### src/rtl/sysid_uptime.sv
// sysid_uptime: Avalon-MM system ID, prescaled uptime counter, scratch and control/status registers.
// Define SYSID_HEARTBEAT_EN to add the heartbeat output and its divider.
module sysid_uptime #(
  parameter logic [31:0] ID_VALUE  = 32'h6379D3C7,
  parameter logic [31:0] TIMESTAMP = 32'd0,
  parameter int          CNT_W     = 48,
  parameter int          PRESCALE  = 1,
  parameter int          HB_DIV    = 25000000
) (
  input  logic        clock,
  input  logic        reset_n,
  input  logic [2:0]  address,
  input  logic        read,
  input  logic        write,
  input  logic [31:0] writedata,
  output logic [31:0] readdata,
`ifdef SYSID_HEARTBEAT_EN
  output logic        readdatavalid,
  output logic        heartbeat
`else
  output logic        readdatavalid
`endif
);
  if (CNT_W < 33 || CNT_W > 64) begin : g_bad_cnt_w
    $error("sysid_uptime: CNT_W must be in 33..64");
  end
  if (PRESCALE < 1 || PRESCALE > 65535) begin : g_bad_prescale
    $error("sysid_uptime: PRESCALE must be in 1..65535");
  end
  logic [CNT_W-1:0]  cnt;
  logic [CNT_W-33:0] hi;
  logic [15:0]       pre;
  logic [31:0]       scratch, rd_mux;
  logic              en, ovf;
  logic              wr_ctrl, tc, clr, wrap;
  assign wr_ctrl = write && address == 3'd5;
  assign tc      = en && pre == 16'(PRESCALE - 1);
  assign clr     = wr_ctrl && writedata[1];
  // A clear suppresses the increment, so it also suppresses a wrap.
  assign wrap    = tc && !clr && &cnt;
  always_comb begin
    rd_mux = '0;
    case (address)
      3'd0:    rd_mux = ID_VALUE;
      3'd1:    rd_mux = TIMESTAMP;
      3'd2:    rd_mux = cnt[31:0];
      3'd3:    rd_mux = 32'(hi);
      3'd4:    rd_mux = scratch;
      3'd5:    rd_mux = {29'd0, ovf, 1'b0, en};
      3'd6:    rd_mux = {8'd1, 8'(CNT_W), 16'(PRESCALE)};
      default: rd_mux = '0;
    endcase
  end
  always_ff @(posedge clock or negedge reset_n) begin
    if (!reset_n) begin
      readdata      <= '0;
      readdatavalid <= 1'b0;
      cnt           <= '0;
      pre           <= '0;
      hi            <= '0;
      scratch       <= '0;
      en            <= 1'b1;
      ovf           <= 1'b0;
    end else begin
      readdatavalid <= read;
      if (read) readdata <= rd_mux;
      if (read && address == 3'd2) hi <= cnt[CNT_W-1:32];
      if (clr) begin
        cnt <= '0;
        pre <= '0;
      end else if (en) begin
        pre <= tc ? 16'd0 : pre + 16'd1;
        if (tc) cnt <= cnt + CNT_W'(1);
      end
      if (write && address == 3'd4) scratch <= writedata;
      if (wr_ctrl) en <= writedata[0];
      if (wrap) ovf <= 1'b1;
      else if (wr_ctrl && writedata[2]) ovf <= 1'b0;
    end
  end
`ifdef SYSID_HEARTBEAT_EN
  logic [31:0] hb_cnt;
  always_ff @(posedge clock or negedge reset_n) begin
    if (!reset_n) begin
      hb_cnt    <= '0;
      heartbeat <= 1'b0;
    end else if (hb_cnt == 32'(HB_DIV - 1)) begin
      hb_cnt    <= '0;
      heartbeat <= ~heartbeat;
    end else begin
      hb_cnt <= hb_cnt + 32'd1;
    end
  end
`endif
endmodule
### config.mk
export PLATFORM = sky130hd
export DESIGN_NAME = sysid_uptime
export DESIGN_NICKNAME = d
export VERILOG_FILES = /design/src/rtl/sysid_uptime.sv
export SDC_FILE = /design/constraint.sdc
export NUM_CORES = 1
export LEC_CHECK = 0
export CAP_MARGIN = 25
export CORE_MARGIN = 2
export CORE_UTILIZATION = 57
export DETAILED_ROUTE_END_ITERATION = 6
export GPL_TIMING_DRIVEN = 1
export PLACE_DENSITY = 0.78
export SLEW_MARGIN = 30
export SYNTH_ARGS = -nofsm -noshare
export SYNTH_HDL_FRONTEND = slang
export SYNTH_SLANG_ARGS = --single-unit
export TNS_END_PERCENT = 1
### constraint.sdc
create_clock -name clock -period 2.4 [get_ports clock]
set_input_delay 0.72 -clock clock [delete_from_list [all_inputs] [get_ports clock]]
set_output_delay 0.72 -clock clock [all_outputs]
set_load 0.01 [all_outputs]
==> reports/results.txt <==
Top cell type's share of synthesized area: 51.98%
Clock power frac: 35.2%
Pwr/cell area: 875.6 nW/um2
Avg Inst Size Synth: 9.790 um2
Asr flop ratio synth: 100.0%
Worst skew pair latency: 420 ps
GRT Total Usage: 29.48%
Int Pwr: 5.506 mW
Final Cycle Share: 98.23%
Worst EP required: 2750 ps
M1 WL: 7.474 mm
Comb pwr share: 20.4%
Detailed Route WL: 18.50 mm
Hold Buf Count CTS: 0
Setup Crit Path Kind: flip-flop to flip-flop
Outcome: finished, final reports clean
Slew @ Worst Pin: 537.0 ps
First-pass GRT wire length: 29.74 mm
#FFs+latches synth: 147
Worst Skew: 5.961 ps
Leak pwr: 3.718 nW
Total CTS buffers: 17
Initial DRC count: 534
Ys flop type: dfrtp_1
Die Span Y: 115.1 um
Initial antenna violation count: 1
Max-Cap Viols: 0
Met3 wire len: 1.461 mm
Max stage delay on crit path: 570 ps
# IOs: 72
Netlist cell types: 52
Top sig layer: met5
Area Overhead vs Synth: 26.15%
Post-route ant nets: 0
Pwr Total: 7.764 mW
Clock sinks: 147
Yosys top cell by area: dfrtp_1
Unrepaired setup endpoints after global routing: true
Share of cells above drive strength 1: 16.00%
EDFF count, synth: 0
Sequential area share after synthesis: 52.35%
Pins Over Slew Limit: 0
FF+latch area: 3680 um2
Core Footprint: 12010 um2
Final GP Congestion: 0.9134
Syn_nets: 760
Fillcell total: 825
Routed length per instance: 18.91 um
Multi-input gate area: 2973 um2
# port buffers: 71
DPL Wire Length: 12.85 mm
Final hold vios: 0
# diodes: 0
CTS resizes: 0
Worst Setup End Kind: flip-flop
Startpoint Class: flip-flop
H-tree Lvls: 4
Number of cell rows: 40
Hold Crit Class: input pin to asynchronous set/reset pin
Critical path's slowest cell: dfstp_2
Final cell count without fillers: 978
Vias per cell: 6.162
First-pass detailed-route iteration total: 5
Mapped Cells: 718
# DRC: 0
Sequential power share: 44.4%
Vias in the first global route: 5934
Slew headroom: 63.87%
CTS tree: yes
Met2 wire length: 9.194 mm
Setup TNS: 0 ps
CP Cell Sequence: nor4b_4, nand4_1, buf_4, or4_4, or3_1, a21oi_1
Max rail drop VDD: 456.3 uV
Die footprint: 13240 um2
Min cycle time layout: 2358 ps
Initial Utilization: 58.52%
Mapped cell area: 7029 um2
Switching share of total power: 29.08%
Die Wd: 115.1 um
Largest net degree at the start of global routing: 54
Setup violations, final: 0
Worst EP arrival: 2700 ps
Clock Pin Slew Worst Setup and Hold Paths: 60 ps
Clock Tree Buf Depth: 2
Worst-path maximum fanout: 10
Synth warn: 0
# placed instances: 948
Top post-synthesis cells by area: dfrtp_1 (52%), mux2_2 (5.3%), a21oi_1 (4.6%)
Routed via count: 6026
GRT Residual Overflow: 0
Switch Pwr: 2.258 mW
Nets: 863
Peak Freq: 424.2 MHz
CTS root buf: clkbuf_16
## area by class of cell
class,instances,share of cell area [%]
flip-flops and latches,147,41.50
multi-input cells,473,33.53
well taps,147,2.074
inverters,58,2.455
clock inverters,10,1.806
repair buffers,124,13.64
clock buffers,19,4.995
## placed cells by master, fill, tap and decap left out, types with 3 or more instances in the layout
cell type / count
dfrtp_1: 146
clkdlybuf4s50_1: 70
a21oi_1: 64
inv_1: 58
nand2_1: 56
nor2_1: 48
buf_4: 45
o21ai_0: 43
o22ai_1: 36
mux2_2: 33
nand3_1: 25
xnor2_1: 25
or3_1: 23
clkbuf_16: 17
nand4_1: 15
a22oi_1: 13
nor3_1: 12
nor4_1: 12
xor2_1: 9
a2bb2oi_1: 8
buf_12: 8
nand2b_1: 4
and3_1: 4
or4_1: 4
and4_2: 4
bufinv_16: 4
and4_1: 3
ha_1: 3
clkinv_2: 3
## critical path, delay by kind of cell, from the launching register on
kind | cells | cell delay, ps
buf+inv | 1 | 210
flops | 1 | 570
compound gates | 1 | 150
simple gates | 4 | 1340
## final timing paths
| check | from | end | slack, ps | cells after the start |
|---|---|---|---|---|
| worst max register to register | en | cnt[28] | 40 | 6 |
| min in group clock | scratch[10] | scratch[10] | 510 | 1 |
| worst max-delay path | en | cnt[28] | 40 | 6 |
| worst min register to register | scratch[10] | scratch[10] | 510 | 1 |
| max in group asynchronous | reset_n | cnt[8] | 1480 | 2 |
| worst min-delay path | reset_n | cnt[33] | 260 | 1 |
## power groups by stage
| stage | Sequential [mW] | Combinational, mW | Clock [mW] |
|---|---|---|---|
| after detailed placement | 3.46 | 1.54 | 0 |
| after global routing | 3.50 | 1.75 | 2.86 |
| final | 3.45 | 1.58 | 2.73 |
| after floorplan | 3.34 | 0.887 | 0 |
| after CTS | 3.43 | 1.59 | 2.76 |
| after global placement | 3.43 | 1.47 | 0 |
## state kept, by name, indices dropped and copies added (netlist names)
signal,flops
readdatavalid,1
scratch,32
hi,16
pre,16
readdata,32
en,1
ovf,1
cnt,48
## synth_stat cells, types with 12 or more instances
library cell	instances
nand4_1	15
nor4_1	12
nor2_1	49
dfrtp_1	146
xnor2_1	25
nand2_1	56
a22oi_1	13
o22ai_1	36
nor3_1	12
or3_1	23
a21oi_1	64
o21ai_0	43
mux2_2	33
inv_1	58
clkbuf_1	31
nand3_1	25
## stage by stage
step	worst slack, ps	utilization [%]	instance area, um2	hold slack, ps
floorplan	171.0	-	7029	424.4
global placement	-51.37	68.74	8257	490.4
detailed placement	-103.0	68.74	8257	496.2
CTS	34.31	73.82	8867	270.3
global route	-66.48	73.82	8867	275.5
finish	42.42	73.82	8867	257.3
## per-layer routing
layer	track usage, %	up-vias
li1	-	2732
met1	38.60	2983
met2	48.75	270
met3	6.747	39
met4	10.28	2
met5	0	-
## logic make-up after synthesis
kind of cell	after synthesis	share of synthesized area [%]
compound gates	173	14.22
flops	147	52.35
xor+xnor	34	4.236
fa+ha+maj	3	0.5341
simple gates	229	17.76
buf+inv	98	5.464
mux	34	5.429
## repair_timing
action / 4_1_cts / 5_1_grt
setup buffers: 1 / 0
endpoints found under the setup margin: 1 / 12
pin swaps: 0 / 1
Note: power is estimated with default switching activity, not from simulation.
